==> src/rtl/game_flow_ctrl.sv <==
// game_flow_ctrl
// Round/turn sequencer between the projectile/health logic and the VGA overlay.
// It starts a round on a start_btn rising edge and alternates turns on a shot
// or on a per-turn timeout. It detects a win or a draw from the two health
// values and blinks the result until the next start.
//
// Ports
//   clk          game clock, rising edge
//   rst_n        asynchronous active-low reset
//   start_btn    debounced start/restart level (rising edge detected here)
//   shot_done    one-cycle pulse: projectile hit or left the field
//   health_0/1   player health, 0 = dead
//   round_reset  one-cycle pulse re-arming player and projectile state
//   game_active  high only while a round is being played
//   turn         0 = player 0 to move, 1 = player 1
//   turn_switch  one-cycle pulse on every turn change
//   secs_left    remaining seconds in the current turn
//   winner       00 none, 01 player 0 won, 10 player 1 won, 11 draw
//   blink        toggles every tick once the round is over
//
// state | meaning
// IDLE  | after reset, waiting for a start edge
// SERVE | one cycle: round_reset pulse, round state re-initialised
// PLAY  | turns running, countdown active, health watched after grace
// OVER  | result held, blink running, waiting for a start edge
module game_flow_ctrl #(
    parameter int TICK_DIV  = 50000000,
    parameter int TURN_SECS = 15,
    parameter int GRACE     = 2
) (
    input  logic       clk,
    input  logic       rst_n,
    input  logic       start_btn,
    input  logic       shot_done,
    input  logic [2:0] health_0,
    input  logic [2:0] health_1,
    output logic       round_reset,
    output logic       game_active,
    output logic       turn,
    output logic       turn_switch,
    output logic [4:0] secs_left,
    output logic [1:0] winner,
    output logic       blink
);

    typedef enum logic [1:0] {IDLE, SERVE, PLAY, OVER} state_t;

    localparam logic [4:0]  SECS_INIT = 5'(TURN_SECS);
    localparam logic [25:0] TICK_LAST = 26'(TICK_DIV - 1);
    localparam int          GW        = (GRACE < 1) ? 1 : $clog2(GRACE + 1);
    localparam logic [GW-1:0] GRACE_END = GW'(GRACE);

    state_t        state;
    logic          start_btn_q;
    logic          armed;
    logic [25:0]   tick_cnt;
    logic [GW-1:0] grace_cnt;

    logic start_edge;
    logic tick_run;
    logic tick;
    logic grace_done;
    logic p0_dead;
    logic p1_dead;
    logic turn_change;
    logic go_serve;

    // A button held high through reset must be seen low once before its
    // next rising edge counts, so a held button cannot start a round.
    assign start_edge  = start_btn & ~start_btn_q & armed;
    assign tick_run    = (state == PLAY) || (state == OVER);
    assign tick        = tick_run && (tick_cnt == TICK_LAST);
    assign grace_done  = (grace_cnt == GRACE_END);
    assign p0_dead     = (health_0 == 3'd0);
    assign p1_dead     = (health_1 == 3'd0);
    assign turn_change = shot_done || (tick && (secs_left == 5'd1));
    assign go_serve    = start_edge && ((state == IDLE) || (state == OVER));

    always_ff @(posedge clk or negedge rst_n) begin
        if (!rst_n) begin
            state       <= IDLE;
            start_btn_q <= 1'b0;
            armed       <= 1'b0;
            tick_cnt    <= '0;
            grace_cnt   <= '0;
            round_reset <= 1'b0;
            game_active <= 1'b0;
            turn        <= 1'b0;
            turn_switch <= 1'b0;
            secs_left   <= SECS_INIT;
            winner      <= 2'b00;
            blink       <= 1'b0;
        end else begin
            start_btn_q <= start_btn;
            if (!start_btn) begin
                armed <= 1'b1;
            end
            round_reset <= 1'b0;
            turn_switch <= 1'b0;

            if (tick_run) begin
                tick_cnt <= tick ? '0 : tick_cnt + 26'd1;
            end else begin
                tick_cnt <= '0;
            end

            case (state)
                IDLE: ;
                SERVE: begin
                    state       <= PLAY;
                    game_active <= 1'b1;
                    tick_cnt    <= '0;
                    grace_cnt   <= '0;
                end
                PLAY: begin
                    if (!grace_done) begin
                        grace_cnt <= grace_cnt + 1'b1;
                    end
                    // A death outranks any turn change in the same cycle.
                    if (grace_done && (p0_dead || p1_dead)) begin
                        state       <= OVER;
                        game_active <= 1'b0;
                        winner      <= {p0_dead, p1_dead};
                    end else if (turn_change) begin
                        turn        <= ~turn;
                        turn_switch <= 1'b1;
                        secs_left   <= SECS_INIT;
                        tick_cnt    <= '0;
                    end else if (tick) begin
                        secs_left <= secs_left - 5'd1;
                    end
                end
                OVER: begin
                    if (tick) begin
                        blink <= ~blink;
                    end
                end
                default: state <= IDLE;
            endcase

            if (go_serve) begin
                state       <= SERVE;
                round_reset <= 1'b1;
                turn        <= 1'b0;
                secs_left   <= SECS_INIT;
                winner      <= 2'b00;
                blink       <= 1'b0;
            end
        end
    end

endmodule

==> config.mk <==
export PLATFORM = sky130hd
export DESIGN_NAME = game_flow_ctrl
export DESIGN_NICKNAME = d
export VERILOG_FILES = /design/src/rtl/game_flow_ctrl.sv
export SDC_FILE = /design/constraint.sdc
export NUM_CORES = 1
export LEC_CHECK = 0
export BUFFER_PORTS_ARGS = -buffer_cell sky130_fd_sc_hd__buf_2
export CAP_MARGIN = 15
export CORE_ASPECT_RATIO = 0.6
export CORE_UTILIZATION = 63
export CTS_CLUSTER_SIZE = 28
export DETAILED_ROUTE_END_ITERATION = 8
export GPL_ROUTABILITY_DRIVEN = 0
export HOLD_SLACK_MARGIN = 0.15
export PLACE_DENSITY = 0.84
export SYNTH_ARGS = -nofsm -noshare
export SYNTH_HDL_FRONTEND = slang
export SYNTH_SLANG_ARGS = --single-unit
==> constraint.sdc <==
create_clock -name clk -period 6.1 [get_ports clk]
set_clock_uncertainty 0.05 [all_clocks]
set_input_delay 0.305 -clock clk [delete_from_list [all_inputs] [get_ports clk]]
set_output_delay 0.305 -clock clk [all_outputs]
set_load 0.01 [all_outputs]
* Word-level counts from Yosys, hierarchy flattened *
Cells that the tools add are included.

cells by class
  add/subtract/negate cells = 3
  equality and inequality tests = 10
  multiplexer cells = 31
  bitwise logic cells = 5
  reductions and logical operators = 26

operators by type and width
  kind                     count
  $mux W26                 4
  $pmux W26 S2             1
  $add A26 B1 Y26 const B  1
  $eq A26 B26 Y1 const B   1
  $mux W5                  5
  $mux W1                  12
  $mux W2                  6
  $reduce_bool A2 Y1       6
  $reduce_and A2 Y1        5
  $pmux W2 S2              2
  $eq A2 B2 Y1 const B     3
  $logic_not A3 Y1         2
  $reduce_and A3 Y1        2
  $reduce_bool A3 Y1       2
  $eq A5 B1 Y1 const B     1
  $sub A5 B1 Y5 const B    1
  $logic_and A1 B1 Y1      4
  $logic_or A1 B1 Y1       4
  $ne A2 B2 Y1 const B     2
  $ne A3 B2 Y1 const B     1
  $not A1 Y1               3
  $add A2 B1 Y2 const B    1
  $and A1 B1 Y1            2
  $eq A2 B1 Y1 const B     1
  other kinds (3)          3

word-level totals
  register bits = 44
  input port bits = 10
  output and inout bits = 12
  logic and storage cells = 87

* Depth between registers and ports, before layout *
Gate-level depths: netlist of run 1.

  word-level depth = 9
  mapped depth = 8
  mapped depth without buffers = 7

* Worst setup path before layout of run 1 *
Ideal clock, no wire load.

  kind = flip-flop to flip-flop
  from = reg state[0]
  to = reg secs_left[0]
  library setup time = 0.086 ns
  arrival time = 1.843 ns
  required time = 5.964 ns
  setup slack = 4.121 ns
  cell stages (with the launch flop) = 8
  path buffers = 0
  period minus slack after synthesis = 1.979 ns
  cells stage by stage = dfrtp_1 > inv_1 > ha_1 > nor2_1 > nor4_2 > nand3_4 > or3_1 > o41a_1

between the ends
  longest elaborated chain between the ends = 9
  elaborated cells on any way between the ends = 17
  those cells by class = eq/ne (3); mux (4); reduce/logical (10)

ends and longest elaborated chain
  element                          line         RTL
  start: declaration               53           state_t state;
  start signal: assignment         81           state <= IDLE;
  start signal: assignment         110          state <= PLAY;
  start signal: assignment         121          state <= OVER;
  $eq A2 B2 Y1 (on tied branches)  71, 107, 77
  $logic_or A1 B1 Y1               71           assign tick_run = (state == PLAY) || (state == OVER);
  $logic_and A1 B1 Y1              72           assign tick = tick_run && (tick_cnt == TICK_LAST);
  $logic_and A1 B1 Y1              76           assign turn_change = shot_done || (tick && (secs_left == 5'd1));
  $logic_or A1 B1 Y1               76
  $mux W5                          124          end else if (turn_change) begin
  $mux W5                          120          if (grace_done && (p0_dead || p1_dead)) begin
  $mux W5                          107          case (state)
  $mux W5                          141          if (go_serve) begin
  end signal: assignment           130          secs_left <= secs_left - 5'd1;
  end: declaration                 41           output logic [4:0] secs_left,

Parallel ways exist; a longest one is shown, timed or not. The select of a mux whose other input is x is not followed.
A chain may end at the register's enable or synchronous reset.

* Worst setup path after layout of run 1 *
  from = reg state[0]
  to = reg secs_left[4]

Same word-level chain as after synthesis.

==> reports/results.ini, run 1 <==
[global_route]
grt_pass1_vias = 1785
grt_pass1_wl_um = 9140
grt_max_degree = 45
track_usage_pct = 30.9
antenna_found_initial = 0
grt_remaining_overflow = 0

[floorplan]
die_area_um2 = 4040
die_w_um = 81.4
start_util_pct = 69.6
die_height_um = 49.6
coreArea_um2 = 3420
rows = 16
ios = 22

[clock_tree]
clock-sinks = 44
numCtsBuffers = 5
htree_levels = 2
cts_tree = done
clk_pin_slew_ns = 0.08
cts_root_buffer = clkbuf_8
cts_buffer_depth = 2
insertion_delay_ns = 0.30

[route]
first_iter_violations = 213
viasPerCell = 6.11
wl_per_cell_um = 16.7
drc = 0
first_pass_iters = 5
ant_nets = 0
drt-total-wl_um = 5270
vias = 1932

[critical_path]
path_class = reg -> reg
critPathCaptureType = flop
cp.buffers_inverters = 1
arrival_ns = 2.68
critPathRequiredTime_ns = 6.27
worstPathMaxFanout = 14
cp_cell_sequence = inv_1, ha_1, nor2_1, nor4_2, a31oi_1, or4_1, a21oi_1
r2r-start = state[0]
path_delay_family = simple AND/OR/NAND/NOR gates
r2r-end = secs_left[4]
worst-r2r-cell-count = 7
cp_slowest_stage_delay_ns = 0.50
cp_slowest_cell = or4_1
reg2reg_slack_ns = 3.60
crit_path_start_kind = flop

[logic_synthesis]
synth.area.top_cells = dfrtp_1 (42%), nor2_1 (6.0%), dfstp_2 (4.4%)
synthCells = 248
seq_area_frac_synth_pct = 46.5
yosys.area.top_type_share_pct = 42.0
netlist_area_um2 = 2380
ys_ff_latch = 44
ys_types = 48
syn_avg_cell_area_um2 = 9.60
synth_nets = 266
yosysWarnings = 0
synth_top_area_cell = dfrtp_1

[timing]
relSlewSlack_pct = 37.7
worst_hold_slack_ns = 0.266
timing.fmax_ghz = 0.399
period_share_pct = 41.1
fin_crit_ns = 2.50
rsz0062_at_grt = false
drv_slew = 0
finalSetupViolations = 0
hold_viol_final = 0
finalSetupTns_ns = 0
worst_pin_slew_ns = 0.935

[min_path]
min_from = health_1[2]
min_to = winner[0]
hp-class = in -> reg
min_path_cells = 4

[flow_run]
cap_violations = 0

[placed_design]
portBuffers = 21
place_hpwl_um = 3680

[finish]
fill_cells = 229
nNetsFinal = 288
drive_above_1_share_pct = 16.2
syn_to_final_growth_pct = 10.6
diodes = 0

[power]
irDropWorstVdd_mv = 0.246
p_leak_uw = 0.00114
power-per-cell-area_nw_per_um2 = 305

[outcome]
status = complete, no violations

==> cells by family after synthesis <==
family	synth area share, %
AOI/OAI and AO/OA	9.56
and+or+nand+nor	27.0
DFF	46.5
buffers and inverters	4.26
muxes	0.420
xor gates and xnor gates	8.09
adders and majority gates	4.20
==> placed cells by master, fill, tap and decap left out, drive strengths merged, types with 2 or more instances in the layout <==
master        n
dfrtp        40
nor2         38
buf          22
nand2        17
inv          14
nand3        14
xor2         12
o21ai        12
xnor2        10
a21oi         9
nand4         9
ha            8
nor4          8
clkbuf        5
nor4b         5
and3          4
or3           4
dfstp         4
nor3          4
a31oi         3
and4          3
o211ai        2
o21a          2
o311a         2
or4           2
dlygate4sd3   2
==> worst register-to-register path, stage by stage, from the launching register on <==
cell	delay, ns
dfrtp_1	0.42
inv_1	0.11
ha_1	0.42
nor2_1	0.17
nor4_2	0.41
a31oi_1	0.20
or4_1	0.50
a21oi_1	0.15
==> flip-flops by register name, indices dropped and copies added, names as in the netlist <==
signal       flops
game_active      1
blink            1
tick_cnt        26
round_reset      1
turn_switch      1
state            2
winner           2
turn             1
armed            1
start_btn_q      1
secs_left        5
grace_cnt        2
==> worst max path at each step <==
stage          startpoint           end  cells after the start
2_1_floorplan    state[0]  secs_left[0]                      7
3_3_place_gp     state[0]  secs_left[0]                      7
3_5_place_dp     state[0]  secs_left[4]                      7
4_1_cts          state[0]  secs_left[4]                      7
5_1_grt          state[0]  secs_left[4]                      7
6_report         state[0]  secs_left[4]                      7
==> power by group <==
group / internal (uW) / total (uW) / switching [uW]
clock network: 121 / 223 / 102
registers: 320 / 345 / 24.6
logic: 72.0 / 234 / 162
total: 513 / 802 / 289
==> cell usage after synthesis, drive strengths merged <==
master	instances
dfrtp	40
nor2	38
nand2	17
inv	14
nand3	14
o21ai	12
xor2	12
xnor2	10
a21oi	9
nand4	9
ha	8
nor4	8
buf	5
nor4b	5
and3	4
clkbuf	4
dfstp	4
nor3	4
or3	4
a31oi	3
and4	3
o211ai	2
o21a	2
o311a	2
or4	2
a22o	1
a32oi	1
a41oi	1
and2	1
mux2i	1
nand2b	1
nand3b	1
nand4bb	1
nor2b	1
o22a	1
o31ai	1
o41a	1
or2	1
==> layer usage <==
layer	GRT usage (%)	share of wire (%)	vias up
li1	-	-	916
met2	40.6	42	78
met4	8.04	0.99	0
met3	6.67	7.6	10
met1	50.1	49	928
met5	0	0	-
==> stage by stage <==
stage / utilization (%) / area (um2) / worst slack [ns] / total power (uW) / cells
after floorplan: - / 2380 / 4.12 / 508 / 248
after global placement: 73.1 / 2500 / 3.80 / 567 / 306
after detailed placement: 73.1 / 2500 / 3.66 / 573 / 306
after CTS: 76.9 / 2630 / 3.62 / 800 / 316
after global routing: 76.9 / 2630 / 3.40 / 851 / 316
final: 76.9 / 2630 / 3.60 / 802 / 316
==> timing repair <==
action,CTS,global route
gates resized for setup,0,0
hold buffers,2,0
setup buffers,0,0
hold endpoints to repair,42,0
==> cell type report <==
| cell class | instances | area (um2) | share of cell area (%) |
|---|---|---|---|
| tap | 45 | 56.3 | 2.14 |
| inverter | 14 | 52.6 | 2.00 |
| clock buffer | 5 | 68.8 | 2.61 |
| multi-input combinational | 181 | 1170 | 44.6 |
| sequential | 44 | 1110 | 42.0 |
| clock inverter | 3 | 42.5 | 1.62 |
| timing repair buffer | 24 | 133 | 5.04 |
(Power assumes the default switching activity.)
==> run 2: changes to the inputs <==
--- a/config.mk
+++ b/config.mk
@@ -8,12 +8,12 @@
 export BUFFER_PORTS_ARGS = -buffer_cell sky130_fd_sc_hd__buf_2
 export CAP_MARGIN = 15
 export CORE_ASPECT_RATIO = 0.6
-export CORE_UTILIZATION = 63
+export CORE_UTILIZATION = 59
 export CTS_CLUSTER_SIZE = 28
 export DETAILED_ROUTE_END_ITERATION = 8
 export GPL_ROUTABILITY_DRIVEN = 0
 export HOLD_SLACK_MARGIN = 0.15
-export PLACE_DENSITY = 0.84
+export PLACE_DENSITY = 0.79
 export SYNTH_ARGS = -nofsm -noshare
 export SYNTH_HDL_FRONTEND = slang
 export SYNTH_SLANG_ARGS = --single-unit
==> constraint.sdc (replaced) <==
create_clock -name clk -period 2.6 [get_ports clk]
set_clock_uncertainty 0.05 [all_clocks]
set_input_delay 0.13 -clock clk [delete_from_list [all_inputs] [get_ports clk]]
set_output_delay 0.13 -clock clk [all_outputs]
set_load 0.01 [all_outputs]
==> reports/results.ini, run 2 (synthesis results as in run 1) <==
[floorplan]
die_area_um2 = 4300  ; was 4040 um2
die_w_um = 84.0  ; was 81.4 um
rows = 17  ; was 16
start_util_pct = 63.2  ; was 69.6%
coreArea_um2 = 3760  ; was 3420 um2
die_height_um = 51.2  ; was 49.6 um
ios = 22  ; unchanged

[timing]
hold_viol_final = 0  ; unchanged
worst_pin_slew_ns = 0.966  ; was 0.935 ns
fin_crit_ns = 2.21  ; was 2.50 ns
period_share_pct = 84.9  ; was 41.1%
rsz0062_at_grt = false  ; unchanged
finalSetupTns_ns = 0  ; unchanged
timing.fmax_ghz = 0.453  ; was 0.399 GHz
relSlewSlack_pct = 35.6  ; was 37.7%
finalSetupViolations = 0  ; unchanged
drv_slew = 0  ; unchanged

[route]
vias = 1956  ; was 1932
drt-total-wl_um = 5240  ; was 5270 um
wl_per_cell_um = 16.1  ; was 16.7 um
viasPerCell = 6.00  ; was 6.11
first_iter_violations = 143  ; was 213
first_pass_iters = 6  ; was 5
ant_nets = 0  ; unchanged
drc = 2  ; was 0

[global_route]
antenna_found_initial = 0  ; unchanged
grt_pass1_wl_um = 8640  ; was 9140 um
grt_max_degree = 45  ; unchanged
track_usage_pct = 26.7  ; was 30.9%
grt_pass1_vias = 1789  ; was 1785
grt_remaining_overflow = 0  ; unchanged

[finish]
top_regs = tick_cnt x26, secs_left x5  ; unchanged
nNetsFinal = 296  ; was 288
final_common_cell = dfrtp_1  ; unchanged
largest_register_ffs = 26  ; unchanged
final_cell_mix = dfrtp_1 (40), nor2_1 (38), buf_2 (21)  ; unchanged
regMostFlops = tick_cnt  ; unchanged
diodes = 0  ; unchanged
drive_above_1_share_pct = 16.8  ; was 16.2%
syn_to_final_growth_pct = 12.7  ; was 10.6%
final_cell_area_um2 = 2680  ; was 2630 um2
finalNonFillerCells = 326  ; was 316

[critical_path]
arrival_ns = 2.39  ; was 2.68 ns
worstSetupStartpoint = tick_cnt[0]  ; was state[0]
critPathCaptureType = flop  ; unchanged
crit_end = secs_left[4]  ; unchanged
critPathRequiredTime_ns = 2.78  ; was 6.27 ns
reg2reg_slack_ns = 0.39  ; was 3.60 ns
worst-r2r-cell-count = 6  ; was 7
path_class = reg -> reg  ; unchanged
worstPathMaxFanout = 4  ; was 14
r2r-end = secs_left[4]  ; unchanged
crit_path_start_kind = flop  ; unchanged
r2r-start = tick_cnt[0]  ; was state[0]

[power]
power-per-cell-area_nw_per_um2 = 663  ; was 305 nW/um2
p_seq_share_pct = 45.3  ; was 42.9%
switching_power_uw = 666  ; was 289 uW
comb_power_share_pct = 30.8  ; was 29.2%
pwr-share-clk_pct = 23.8  ; was 27.8%
internal_power_uw = 1110  ; was 513 uW
p_leak_uw = 0.00117  ; was 0.00114 uW
swShare_pct = 37.4  ; was 36.0%
irDropWorstVdd_mv = 0.443  ; was 0.246 mV

[min_path]
hp-class = reg -> reg  ; was in -> reg
min_from = grace_cnt[0]  ; was health_1[2]

[clock_tree]
cts_tree = done  ; unchanged
clk_pin_slew_ns = 0.09  ; was 0.08 ns
cts_buffer_depth = 2  ; unchanged
cts_root_buffer = clkbuf_8  ; unchanged
clock-sinks = 44  ; unchanged
insertion_delay_ns = 0.30  ; about the same
post_cts_resized = 0  ; unchanged
post_cts_buffers = 0  ; unchanged
htree_levels = 2  ; unchanged
numCtsBuffers = 5  ; unchanged

[placed_design]
place_hpwl_um = 3690  ; was 3680 um
dp_cells = 311  ; was 306
portBuffers = 21  ; unchanged
placed_cell_area_um2 = 2530  ; was 2500 um2

[flow_run]
cap_violations = 0  ; unchanged

[outcome]
status = complete, but fails checks  ; was complete, no violations
violations = DRC

==> run 2: changes by cell type in the layout (fill, tap and decap cells not counted) <==
cell and change:
dlygate4sd3_1 +5, clkinvlp_4 -1, buf_4 +3, clkinv_4 +1, clkinv_2 +1, bufinv_16 -1
==> run 2: how the worst min path moves through the flow <==
stage | endpoint | slack (ns) | depth (start not counted)
after floorplan | armed | -0.22 | 0
after global placement | start_btn_q | 0.22 | 1
after detailed placement | start_btn_q | 0.22 | 1
after CTS | winner[1] | 0.41 | 5
after global routing | grace_cnt[0] | 0.44 | 1
final | grace_cnt[0] | 0.42 | 1
==> run 2: critical path, stage by stage, from the launching register on <==
cell	delay [ns]
dfrtp_1	0.41
ha_1	0.25
nand3_2	0.15
nor4_2	0.41
a31oi_1	0.20
or4_1	0.50
a21oi_1	0.17
==> run 2: cell type report <==
| type | instances | area (um2) |
|---|---|---|
| fillers | 274 | 1080 |
| clock inverters | 3 | 18.8 |
| repair buffers | 32 | 205 |
| multi-input cells | 181 | 1170 |
| flip-flops and latches | 44 | 1110 |
| clock buffers | 5 | 68.8 |
| inverters | 14 | 52.6 |
| well taps | 47 | 58.8 |
==> run 2: through the flow <==
stage | worst slack (ns) | hold slack, ns | power [uW] | utilization (%)
after CTS | 0.436 | 0.405 | 1780 | 71.3
after global placement | 0.528 | 0.216 | 1340 | 67.1
after floorplan | 0.621 | -0.216 | 1190 | -
after global routing | 0.243 | 0.439 | 1880 | 71.3
after detailed placement | 0.460 | 0.215 | 1350 | 67.1
final | 0.392 | 0.416 | 1780 | 71.3
==> run 2: what timing repair did <==
item                       4_1_cts  5_1_grt
hold buffers                     7        0
hold endpoints to repair        45        0
setup endpoints to repair        0        0
==> run 2: metal layers <==
| metal | part of all wire, % | vias up | global-route usage, % |
|---|---|---|---|
| li1 | - | 936 | - |
| met1 | 49 | 939 | 39.1 |
| met2 | 43 | 76 | 39.5 |
| met3 | 7.7 | 5 | 5.82 |
| met4 | 0.78 | 0 | 9.20 |
| met5 | 0 | - | 0 |
==> run 2: power groups by stage <==
| stage | clock network, uW | registers [uW] | logic, uW |
|---|---|---|---|
| 6_report | 424 | 806 | 549 |
| 5_1_grt | 462 | 814 | 609 |
| 4_1_cts | 434 | 805 | 543 |
| 3_5_place_dp | 0 | 818 | 533 |
| 3_3_place_gp | 0 | 812 | 529 |
| 2_1_floorplan | 0 | 817 | 374 |
